[src/rtl/mc_ctrl.sv]
// Multi-cycle Moore control sequencer for the MIPS-subset datapath.
// Optional retired-instruction counter enabled by defining PERF_CNT_EN.
module mc_ctrl #(
   parameter int unsigned MAX_WAIT = 15
) (
   input  logic        clock,
   input  logic        reset,
   input  logic [5:0]  op,
   input  logic [5:0]  funct,
   input  logic        dm_ready,
   output logic        pc_write,
   output logic        ir_write,
   output logic        reg_write,
   output logic        mem_write,
   output logic        mem_read,
   output logic        RegDst,
   output logic        ALUSrc,
   output logic        MemtoReg,
   output logic        extiop,
   output logic [4:0]  aluop,
   output logic [2:0]  state,
   output logic [1:0]  trap_cause,
   output logic [31:0] instret
);

   typedef enum logic [2:0] {
      S_INIT   = 3'd0,
      S_FETCH  = 3'd1,
      S_DECODE = 3'd2,
      S_EXEC   = 3'd3,
      S_MEM    = 3'd4,
      S_WB     = 3'd5,
      S_TRAP   = 3'd7
   } state_t;

   typedef struct packed {
      logic       regdst;
      logic       alusrc;
      logic       memtoreg;
      logic       extiop;
      logic [4:0] aluop;
      logic       is_lw;
      logic       is_sw;
   } ctrl_t;

   localparam logic [7:0] LP_MAX_WAIT = 8'(MAX_WAIT);

   state_t     r_state;
   state_t     w_next;
   ctrl_t      r_ctrl;
   ctrl_t      w_dec;
   logic       w_legal;
   logic [7:0] r_wait;
   logic [1:0] r_trap;
   logic       w_timeout;

   assign state      = r_state;
   assign trap_cause = r_trap;
   assign w_timeout  = (r_state == S_MEM) && !dm_ready && (r_wait == LP_MAX_WAIT);

   // Instruction decode table; only consulted in DECODE, then frozen in r_ctrl.
   always_comb begin
      w_dec   = '0;
      w_legal = 1'b0;
      case (op)
         6'b000000: begin
            w_dec.regdst = 1'b1;
            w_legal      = 1'b1;
            case (funct)
               6'b100000: w_dec.aluop = 5'b00000;
               6'b100001: w_dec.aluop = 5'b00001;
               6'b100011: w_dec.aluop = 5'b00010;
               6'b100100: w_dec.aluop = 5'b00011;
               6'b100101: w_dec.aluop = 5'b00100;
               6'b101010: w_dec.aluop = 5'b00101;
               default:   w_legal     = 1'b0;
            endcase
         end
         6'b001000: begin
            w_legal = 1'b1; w_dec.alusrc = 1'b1; w_dec.extiop = 1'b1; w_dec.aluop = 5'b00000;
         end
         6'b001001: begin
            w_legal = 1'b1; w_dec.alusrc = 1'b1; w_dec.extiop = 1'b1; w_dec.aluop = 5'b00001;
         end
         6'b001100: begin
            w_legal = 1'b1; w_dec.alusrc = 1'b1; w_dec.aluop = 5'b00011;
         end
         6'b001101: begin
            w_legal = 1'b1; w_dec.alusrc = 1'b1; w_dec.aluop = 5'b00100;
         end
         6'b001111: begin
            w_legal = 1'b1; w_dec.alusrc = 1'b1; w_dec.extiop = 1'b1; w_dec.aluop = 5'b01010;
         end
         6'b100011: begin
            w_legal = 1'b1; w_dec.alusrc = 1'b1; w_dec.extiop = 1'b1;
            w_dec.memtoreg = 1'b1; w_dec.is_lw = 1'b1;
         end
         6'b101011: begin
            w_legal = 1'b1; w_dec.alusrc = 1'b1; w_dec.extiop = 1'b1; w_dec.is_sw = 1'b1;
         end
         default: w_legal = 1'b0;
      endcase
   end

   always_ff @(posedge clock or negedge reset) begin
      if (!reset) begin
         r_state <= S_INIT;
         r_ctrl  <= '0;
         r_wait  <= '0;
         r_trap  <= 2'b00;
      end else begin
         r_state <= w_next;
         if (r_state == S_DECODE) begin
            r_ctrl <= w_dec;
            if (!w_legal) r_trap <= 2'b01;
         end
         if (r_state == S_EXEC) begin
            r_wait <= '0;
         end else if (r_state == S_MEM && !dm_ready) begin
            r_wait <= r_wait + 8'd1;
         end
         if (w_timeout) r_trap <= 2'b10;
      end
   end

   // Next-state and Moore outputs; selects only live in EXEC..WB.
   always_comb begin
      w_next    = r_state;
      pc_write  = 1'b0;
      ir_write  = 1'b0;
      reg_write = 1'b0;
      mem_write = 1'b0;
      mem_read  = 1'b0;
      RegDst    = 1'b0;
      ALUSrc    = 1'b0;
      MemtoReg  = 1'b0;
      extiop    = 1'b0;
      aluop     = 5'b00000;
      if (r_state == S_EXEC || r_state == S_MEM || r_state == S_WB) begin
         RegDst   = r_ctrl.regdst;
         ALUSrc   = r_ctrl.alusrc;
         MemtoReg = r_ctrl.memtoreg;
         extiop   = r_ctrl.extiop;
         aluop    = r_ctrl.aluop;
      end
      case (r_state)
         S_INIT:   w_next = S_FETCH;
         S_FETCH: begin
            pc_write = 1'b1;
            ir_write = 1'b1;
            w_next   = S_DECODE;
         end
         S_DECODE: w_next = w_legal ? S_EXEC : S_TRAP;
         S_EXEC:   w_next = (r_ctrl.is_lw || r_ctrl.is_sw) ? S_MEM : S_WB;
         S_MEM: begin
            mem_write = r_ctrl.is_sw;
            mem_read  = r_ctrl.is_lw;
            if (dm_ready)       w_next = r_ctrl.is_lw ? S_WB : S_FETCH;
            else if (w_timeout) w_next = S_TRAP;
         end
         S_WB: begin
            reg_write = 1'b1;
            w_next    = S_FETCH;
         end
         S_TRAP:   w_next = S_TRAP;
         default:  w_next = S_INIT;
      endcase
   end

`ifdef PERF_CNT_EN
   logic        w_retire;
   logic [31:0] r_instret;

   assign w_retire = (r_state == S_WB) || (r_state == S_MEM && r_ctrl.is_sw && dm_ready);
   assign instret  = r_instret;

   always_ff @(posedge clock or negedge reset) begin
      if (!reset) r_instret <= '0;
      else if (w_retire) r_instret <= r_instret + 32'd1;
   end
`else
   assign instret = '0;
`endif

endmodule

[config.mk]
export PLATFORM = sky130hd
export DESIGN_NAME = mc_ctrl
export DESIGN_NICKNAME = d
export VERILOG_FILES = /design/src/rtl/mc_ctrl.sv
export SDC_FILE = /design/constraint.sdc
export NUM_CORES = 1
export LEC_CHECK = 0
export CAP_MARGIN = 20
export CORE_ASPECT_RATIO = 0.7
export CORE_MARGIN = 2
export CORE_UTILIZATION = 48
export CTS_BUF_LIST = sky130_fd_sc_hd__clkbuf_8
export CTS_CLUSTER_SIZE = 25
export DETAILED_ROUTE_END_ITERATION = 10
export GPL_TIMING_DRIVEN = 1
export PLACE_DENSITY_LB_ADDON = 0.3
export SLEW_MARGIN = 40
export SYNTH_ARGS = -nofsm -noshare
export SYNTH_HDL_FRONTEND = slang
export SYNTH_SLANG_ARGS = --single-unit
export TNS_END_PERCENT = 100
[constraint.sdc]
create_clock -name clock -period 4.9 [get_ports clock]
set_input_delay 0.49 -clock clock [delete_from_list [all_inputs] [get_ports clock]]
set_output_delay 0.49 -clock clock [all_outputs]
set_load 0.02 [all_outputs]
==> key figures, run 1 <==
Global routing
  • Initial antenna violation count: 0
  • Global-route wire length before repair: 5.18 mm
  • Number of global-route vias before repair: 1130
  • Largest net degree at the start of global routing: 23
  • All-Layer GR Usage: 0.180
  • Total congestion overflow: 0

Clock tree
  • TritonCTS Buffers: 3
  • CTS tree: yes
  • Post-CTS Setup Bufs: 0
  • Clock Pin Slew Worst Setup and Hold Paths: 0.07 ns
  • Hold_buf cts: 0
  • Quantity of gates resized following cts: 0
  • Root Buffer: clkbuf_8
  • Worst-skew pair later-pin latency: 0.26 ns
  • Clock tree buffer depth: 2
  • Clock sinks: 22
  • H-tree Lvls: 1

Power
  • Maximum vdd drop: 0.0000910 V
  • Pwr dens: 192 mW/mm²
  • PnR Total Power: 0.000349 W
  • Pleak: 0.812 nW

Layout
  • Syn-to-layout area delta: 14.7%
  • Diode count: 0
  • Commonest non-fill, non-tap cell in the layout: conb_1
  • Commonest non-fill, non-tap cells in the layout: 33 x conb_1, 31 x clkdlybuf4s50_1, 22 x dfrtp_1, 16 x nand2_1
  • NumNets Final: 229
  • Share of layout cells above drive strength 1: 0.0427

Timing
  • Final worst-path cycle share: 0.600
  • Slew Limit Headroom: 0.465
  • Tmin final: 2.94 ns
  • RSZ-0062 raised after global routing: no
  • Final Hold Fails: 0
  • Final Skew: 0.00375 ns
  • Slew Limit Fails: 0
  • Final setup margin: 1.96 ns
  • Final setup viols: 0
  • Highest clock rate: 0.340 GHz
  • Worst Tran Pin Value: 0.795 ns
  • Setup TNS: 0 ns

Worst setup path
  • CP max stage cell: o21ai_0
  • Crit path buf inv count: 1
  • Worst EP required: 4.41 ns
  • WP data arrival: 2.45 ns
  • Setup Crit Path Kind: flop to output pin
  • CP max FO: 10
  • CP delay by family, top: compound AO/OA/AOI/OAI gates
  • Worst path cell trace: nand2b_1 -> o21ai_0 -> and2_1 -> clkdlybuf4s50_1
  • Endpoint type of the worst setup path: output pin
  • CP peak stage delay: 0.66 ns
  • CP startpoint kind: flop

Synthesis
  • Syn Inst Count: 183
  • XOR/XNOR share of the synthesized area: 0.0387
  • Number of synthesized flops with an enable pin: 0
  • Syn. warnings: 0
  • Netlist cell types: 42
  • Async S/R FF share, synth: 1.00
  • Post-Syn Area: 0.00159 mm²
  • Yosys reg bits: 22
  • Syn Area/Cell: 8.66 µm²
  • Synth Area in Compound Gates: 0.138
  • Top cell type's share of synthesized area: 0.347
  • Synth Area in Simple Gates: 0.270
  • Synth Area in Adders: 0.00789
  • Mux share of post-synthesis cell area: 0
  • Main combinational cell family by area after synthesis: simple AND/OR/NAND/NOR gates
  • Sequential share of the synthesized area: 0.347
  • Synth area leaders: dfrtp_1 35%, buf_4 16%, and2_1 3.9%
  • Dominant synthesized flop cell: dfrtp_1
  • Synth area leader: dfrtp_1

Placement
  • PortBufs: 32
  • Routability cong.: 0.837
  • HPWL after DPL: 2.46 mm
  • Post-Place Setup Slack: 2.22 ns

Die
  • Site row count: 17
  • Ports: 66
  • Die Wd: 72.7 µm
  • Core area: 0.00315 mm²
  • Die ar.: 0.00379 mm²
  • Height of the die: 52.1 µm
  • Initial Utilization: 0.504

Worst hold path
  • HP Class: input pin to asynchronous set/reset pin

Drt
  • Vias: 1265
  • ANT nets after route: 0
  • Per-cell routed wire length: 12.6 µm
  • DR vias/cell: 5.08
  • Starting DRT DRC Count: 132
  • Final WL: 3.13 mm
  • DRC errors left: 0
  • TritonRoute pass-1 iters: 4

Flow run
  • Max_cap viols: 0

Run status
  • Status: finished clean
## synthesized netlist by cell type, types with 2 or more instances
| library cell | count |
|---|---|
| inv_1 | 5 |
| nor2_1 | 10 |
| nand2b_1 | 5 |
| a21oi_1 | 7 |
| nor4bb_1 | 3 |
| buf_6 | 2 |
| and3_1 | 2 |
| nor3_1 | 3 |
| nand2_1 | 16 |
| nand3_1 | 9 |
| a31oi_1 | 3 |
| a211oi_1 | 2 |
| nor3b_1 | 2 |
| xor2_1 | 3 |
| nor4_1 | 2 |
| or3_1 | 4 |
| o21ai_0 | 10 |
| a22o_1 | 4 |
| dfrtp_1 | 22 |
| and2_1 | 10 |
| buf_2 | 2 |
| buf_4 | 34 |
| xnor2_1 | 4 |
## per-stage QoR
step           area (µm²)  cells  utilization  hold WS (ns)
3_3_place_gp         1780    246        0.566         0.445
4_1_cts              1820    249        0.578         0.202
5_1_grt              1820    249        0.578         0.227
3_5_place_dp         1780    246        0.564         0.448
6_report             1820    249        0.578         0.181
2_1_floorplan        1710    215            -         0.194
## registers in the layout (all words and copies together) (netlist names)
name	count
r_ctrl	9
r_wait	8
state	3
trap_cause	2
## where the power goes
group          internal, W  leakage [nW]  switching, W
Clock            0.0000548        0.0216     0.0000560
Sequential        0.000182         0.266   0.000000409
Combinational    0.0000165         0.525     0.0000392
## final timing paths
path | startpoint | cells after the start | slack (ns) | end
setup / recovery | state[2] | 4 | 1.96 | RegDst
hold / removal | reset | 1 | 0.18 | trap_cause[0]
setup reg to reg | state[1] | 4 | 2.95 | trap_cause[1]
hold reg to reg | r_ctrl[10] | 2 | 0.47 | r_ctrl[10]
max in group asynchronous | reset | 1 | 4.39 | r_ctrl[10]
min in group clock | r_ctrl[10] | 2 | 0.47 | r_ctrl[10]
## cell type report
class | instances | area (µm²)
Fill cell | 282 | 1330
Multi-Input combinational cell | 149 | 845
Sequential cell | 22 | 551
Timing Repair Buffer | 32 | 315
Tap cell | 38 | 47.5
Clock buffer | 3 | 41.3
Inverter | 5 | 18.8
## worst reg2reg max path, stage by stage (launching register included)
cell	delay (ns)
dfrtp_1	0.53
or3b_1	0.56
a21o_1	0.24
a211oi_1	0.36
o22ai_1	0.13
## metal layers
metal,global-route usage,wire length [µm],vias up
li1,-,-,623
met1,0.250,1480,563
met2,0.276,1350,75
met3,0.0446,269,4
met4,0.0586,36,0
met5,0,0,-
## cell families after synthesis
kind of cell	after synthesis
fa+ha+maj	1
other cells	1
compound gates	34
buf+inv	44
simple gates	74
xor+xnor	7
flops	22
No activity file was read; power rests on OpenSTA's default activity.
==> run 2: changes to the inputs <==
- CORE_UTILIZATION: 48 -> 40
- clock period: 4.9 -> 2.5 ns (I/O delays scaled with it)
==> run 2 against run 1 <==
Worst hold slack better by 0.14 ns. Sequential power up 96%. Clock skew down 0.0015 ns. Clock power up 130%. Via count down 0.87%. Die area up 19%. Non-clock buffer count up 4. Final cell count up 7.6%. Register-to-register slack worse by 2.3 ns.
==> key figures, run 2 (synthesized netlist as in run 1, its figures left out) <==
Worst setup path
  • WP data arrival: 2.05 ns (-0.40 ns)
  • Endpoint type of the worst setup path: output pin
  • CP startpoint kind: flop
  • Setup Crit Path Kind: flop to output pin
  • CP max FO: 10 (unchanged)
  • Worst EP required: 2.25 ns (-2.16 ns)

Clock tree
  • TritonCTS Buffers: 3 (unchanged)
  • Quantity of gates resized following cts: 0 (unchanged)
  • Root Buffer: clkbuf_8
  • H-tree Lvls: 1 (unchanged)
  • CTS tree: yes
  • Post-CTS Setup Bufs: 0 (unchanged)
  • Worst-skew pair later-pin latency: 0.26 ns (about the same)
  • Clock Pin Slew Worst Setup and Hold Paths: 0.08 ns (about the same)
  • Clock sinks: 22 (unchanged)
  • Clock tree buffer depth: 2 (unchanged)
  • Hold_buf cts: 0 (unchanged)

Layout
  • Seq. cell area: 551 µm² (unchanged)
  • Count of non-filler cells in the finished layout: 268 (+7.6%)
  • Commonest non-fill, non-tap cells in the layout: 33 x conb_1, 32 x clkdlybuf4s50_1, 22 x dfrtp_1, 16 x nand2_1
  • FILL cells: 398 (+41%)
  • Largest reg by FF count: r_ctrl
  • Syn-to-layout area delta: 18.9%
  • Commonest non-fill, non-tap cell in the layout: conb_1
  • Area of the multi-input gates: 845 µm² (unchanged)
  • Diode count: 0 (unchanged)
  • Share of layout cells above drive strength 1: 0.0602 (+0.0175)
  • NumNets Final: 233 (+1.7%)
  • Max FFs per register: 9 (unchanged)

Global routing
  • Global-route wire length before repair: 5.27 mm (+1.7%)
  • Number of global-route vias before repair: 1094 (-3.2%)
  • Largest net degree at the start of global routing: 23 (unchanged)
  • Total congestion overflow: 0 (unchanged)
  • All-Layer GR Usage: 0.148 (-0.0320)
  • Initial antenna violation count: 0 (unchanged)

Die
  • Core area: 0.00385 mm² (+22%)
  • Height of the die: 56.7 µm (+8.8%)
  • Die Wd: 79.2 µm (+9.0%)
  • Ports: 66 (unchanged)
  • Initial Utilization: 0.412 (-0.0919)
  • Site row count: 19 (+2)
  • Die ar.: 0.00449 mm² (+19%)

Timing
  • Highest clock rate: 0.436 GHz
  • Setup TNS: 0 ns (unchanged)
  • RSZ-0062 raised after global routing: no
  • Tmin final: 2.30 ns
  • Final worst-path cycle share: 0.918
  • Final Hold Fails: 0 (unchanged)
  • Final setup viols: 0 (unchanged)
  • Slew Limit Fails: 0 (unchanged)
  • Worst Tran Pin Value: 0.608 ns (-0.187 ns)
  • Slew Limit Headroom: 0.589 (+0.124)
  • Final Skew: 0.00227 ns (-0.00148 ns)

Power
  • Combinational share of power: 0.153 (-0.007)
  • Maximum vdd drop: 0.000204 V (+120%)
  • Switch share: 0.266 (-0.00813)
  • Pwr dens: 384 mW/mm² (+100%)
  • Clock share of power: 0.352 (+0.035)
  • Pleak: 0.839 nW (+3.3%)
  • Sw Pwr: 0.000192 W (+100%)
  • Sequential share of power: 0.495 (-0.028)
  • Internal: 0.000532 W (+110%)

Flow run
  • Max_cap viols: 0 (unchanged)

Drt
  • DRC errors left: 0 (unchanged)
  • Final WL: 2.99 mm (-4.3%)
  • DR vias/cell: 4.68 (-7.9%)
  • Per-cell routed wire length: 11.2 µm (-11%)
  • ANT nets after route: 0 (unchanged)
  • Vias: 1254 (-0.87%)
  • TritonRoute pass-1 iters: 4 (unchanged)
  • Starting DRT DRC Count: 69 (-48%)

Placement
  • DP Cell Count: 264 (+7.3%)
  • Routability cong.: 0.858 (+2.4%)
  • HPWL after DPL: 2.35 mm (-4.6%)
  • PortBufs: 32 (unchanged)

Worst hold path
  • HP Class: input pin to asynchronous set/reset pin

Run status
  • Status: finished clean
## run 2: cell count changes in the layout (fill, tap and decap cells not counted)
cell	change
clkbuf_8	+1
clkdlybuf4s50_1	+1
buf_4	+4
buf_2	-1
## run 2: power by group through the flow
stage          Sequential (W)  Combinational (W)  Clock [W]
2_1_floorplan        0.000367           0.000103          0
3_3_place_gp         0.000365           0.000110          0
3_5_place_dp         0.000365           0.000110          0
4_1_cts              0.000358           0.000111   0.000260
5_1_grt              0.000358           0.000121   0.000278
6_report             0.000358           0.000111   0.000255
## run 2: path summary, 6_finish.rpt
kind	from	endpoint	slack (ns)	cells after the start
setup / recovery	state[2]	aluop[0]	0.20	5
hold / removal	reset	r_wait[5]	0.33	2
setup reg to reg	state[0]	trap_cause[0]	0.61	5
hold reg to reg	r_ctrl[7]	r_ctrl[7]	0.46	2
max in group asynchronous	reset	r_ctrl[2]	1.95	2
min in group clock	r_ctrl[7]	r_ctrl[7]	0.46	2
## run 2: worst max-delay path: stages (launching register included)
cell and delay (ns):
dfrtp_1 0.48, nand2b_1 0.23, o21ai_0 0.16, buf_4 0.17, and2_1 0.13, clkdlybuf4s50_1 0.61
## run 2: per-stage QoR
| stage | setup slack, ns | power [W] | hold slack (ns) | area [µm²] | util |
|---|---|---|---|---|---|
| floorplan | 0.638 | 0.000470 | -0.0456 | 1710 | - |
| global placement | 0.378 | 0.000475 | 0.444 | 1830 | 0.475 |
| detailed placement | 0.293 | 0.000476 | 0.452 | 1830 | 0.475 |
| CTS | 0.183 | 0.000729 | 0.337 | 1880 | 0.489 |
| global route | 0.0516 | 0.000757 | 0.343 | 1880 | 0.489 |
| finish | 0.205 | 0.000724 | 0.325 | 1880 | 0.489 |
## run 2: final cells by class
type	count	share of cell area
clock buffer	4	0.0292
timing repair buffer	36	0.186
inverter	5	0.00996
sequential	22	0.292
tap	52	0.0345
multi-input combinational	149	0.448
## run 2: layer usage
metal | vias up | track usage | wire, µm
met1 | 571 | 0.250 | 1580
met4 | 0 | 0.0369 | 14
met3 | 2 | 0.0289 | 218
met5 | - | 0 | 0
met2 | 51 | 0.185 | 1180
li1 | 630 | - | -
==> run 3: changes to the inputs <==
- CAP_MARGIN: 20 -> unset
- CORE_UTILIZATION: 40 -> 50
- DONT_BUFFER_PORTS: unset -> 1
==> run 3 against run 2 <==
Design area fell by 17%. Setup slack improved by 0.28 ns. Maximum frequency rose by 14%.
==> key figures, run 3 (synthesized netlist as in run 1, its figures left out) <==
Timing
  • RSZ-0062 raised after global routing: no
  • Tmin final: 2.02 ns (-0.278 ns)
  • Final setup margin: 0.483 ns (+0.278 ns)
  • Setup TNS: 0 ns (unchanged)
  • Final setup viols: 0 (unchanged)
  • Slew Limit Fails: 0 (unchanged)
  • Slew Limit Headroom: 0.552 (-0.0371)
  • Highest clock rate: 0.496 GHz (+14%)
  • Final hold slack: 0.0745 ns (-0.251 ns)
  • Worst Tran Pin Value: 0.663 ns (+0.0552 ns)
  • Final worst-path cycle share: 0.807 (-0.111)
  • Final Skew: 0.00399 ns (+0.00173 ns)
  • Final Hold Fails: 0 (unchanged)

Layout
  • Commonest non-fill, non-tap cell in the layout: conb_1
  • FILL cells: 296 (-26%)
  • Count of non-filler cells in the finished layout: 222 (-17%)
  • Syn-to-layout area delta: -1.42%
  • Diode count: 0 (unchanged)
  • Share of layout cells above drive strength 1: 0.0652 (+0.00503)
  • Commonest non-fill, non-tap cells in the layout: 33 x conb_1, 22 x dfrtp_1, 16 x nand2_1
  • Largest reg by FF count: r_ctrl
  • Max FFs per register: 9 (unchanged)
  • Design area: 0.00156 mm² (-17%)
  • NumNets Final: 201 (-14%)

Worst setup path
  • CP max FO: 11 (+1)
  • Crit path buf inv count: 0 (-2)
  • CP peak stage delay: 0.63 ns (+0.02 ns)
  • RR Startpoint: state[1]
  • Endpoint type of the worst setup path: flop
  • CP delay by family, top: compound AO/OA/AOI/OAI gates
  • Worst path cell trace: or3b_1 -> a21o_1 -> a211oi_1 -> o22a_2
  • CP max stage cell: dfrtp_1
  • WP data arrival: 2.22 ns (+0.17 ns)
  • CP startpoint kind: flop
  • Setup Crit Path Kind: flop to flop
  • Crit path from: state[1]
  • Worst EP required: 2.71 ns (+0.46 ns)

Flow run
  • Max_cap viols: 0 (unchanged)

Power
  • Pwr dens: 489 mW/mm² (+27%)
  • Maximum vdd drop: 0.000265 V (+30%)
  • Pleak: 0.725 nW (-14%)

Clock tree
  • Clock tree buffer depth: 2 (unchanged)
  • Root Buffer: clkbuf_8
  • Clock sinks: 22 (unchanged)
  • CTS tree: yes
  • H-tree Lvls: 1 (unchanged)
  • Post-CTS Setup Bufs: 0 (unchanged)
  • Clock Pin Slew Worst Setup and Hold Paths: 0.08 ns (about the same)
  • Worst-skew pair later-pin latency: 0.26 ns (about the same)
  • TritonCTS Buffers: 3 (unchanged)

Placement
  • Post-Place Setup Slack: 0.521 ns (+0.228 ns)
  • DP Cell Count: 216 (-18%)
  • HPWL after DPL: 2.35 mm (+0.24%)
  • Placed cell area: 0.00148 mm² (-19%)
  • Routability cong.: 0.841 (-1.9%)
  • PortBufs: 0 (-100%)

Drt
  • Wire length on met3: 283 µm (+30%)
  • Starting DRT DRC Count: 96 (+39%)
  • DRC errors left: 0 (unchanged)
  • Routed wl met2: 1.40 mm (+19%)
  • TritonRoute pass-1 iters: 4 (unchanged)
  • Max Used Layer: met3
  • DR vias/cell: 5.37 (+15%)
  • Vias: 1193 (-4.9%)
  • Final WL: 3.11 mm (+4.1%)
  • Post-Route M1 WL: 1.43 mm (-9.4%)
  • ANT nets after route: 0 (unchanged)
  • Per-cell routed wire length: 14.0 µm (+26%)

Global routing
  • All-Layer GR Usage: 0.171 (+0.0227)
  • Largest net degree at the start of global routing: 23 (unchanged)
  • Number of global-route vias before repair: 1018 (-6.9%)
  • Global-route wire length before repair: 4.87 mm (-7.6%)
  • Initial antenna violation count: 0 (unchanged)
  • Total congestion overflow: 0 (unchanged)

Die
  • Die Wd: 71.3 µm (-10%)
  • Height of the die: 51.1 µm (-9.8%)
  • Ports: 66 (unchanged)
  • Site row count: 17 (-2)
  • Core area: 0.00308 mm² (-20%)
  • Initial Utilization: 0.514 (+0.102)
  • Die ar.: 0.00364 mm² (-19%)

Worst hold path
  • Hold path startpoint: op[3]
  • HP Class: input pin to flop

Run status
  • Status: finished clean
==> run 3: stage by stage <==
stage	power, W	utilization
2_1_floorplan	0.000470	-
3_3_place_gp	0.000432	0.479
3_5_place_dp	0.000432	0.479
4_1_cts	0.000770	0.505
5_1_grt	0.000797	0.507
6_report	0.000765	0.507
==> run 3: repair_timing <==
action,in CTS,in global routing
hold endpoints to repair,22,22
hold buffers,1,1
resized for setup,0,0
==> run 3: worst paths after layout <==
check                                      to  slack (ns)  cells past startpoint
worst max-delay path            trap_cause[0]        0.48                      4
worst min-delay path                r_ctrl[1]        0.07                      1
worst max register to register  trap_cause[0]        0.48                      4
worst min register to register      r_ctrl[7]        0.48                      2
max in group asynchronous           r_ctrl[7]        1.67                      2
min in group asynchronous           r_wait[5]        0.49                      2
==> run 3: metal layers <==
layer  track usage  up-vias
met2         0.256       64
met4        0.0472        0
li1              -      569
met5             0        -
met1         0.244      560
met3        0.0434        0
==> run 3: report_power, final <==
group	leakage (nW)	switching [W]	internal [W]
Clock	0.0357	0.000116	0.000214
Combinational	0.424	0.0000609	0.0000134
Sequential	0.266	0.00000355	0.000357
Total	0.725	0.000180	0.000584
==> run 3: layout make-up <==
cell class | instances | area [µm²] | share of cell area
clock inverters | 1 | 30.0 | 0.0192
well taps | 38 | 47.5 | 0.0304
inverters | 5 | 18.8 | 0.0120
clock buffers | 3 | 41.3 | 0.0264
flip-flops and latches | 22 | 551 | 0.352
repair buffers | 4 | 30.0 | 0.0192
multi-input cells | 149 | 845 | 0.540
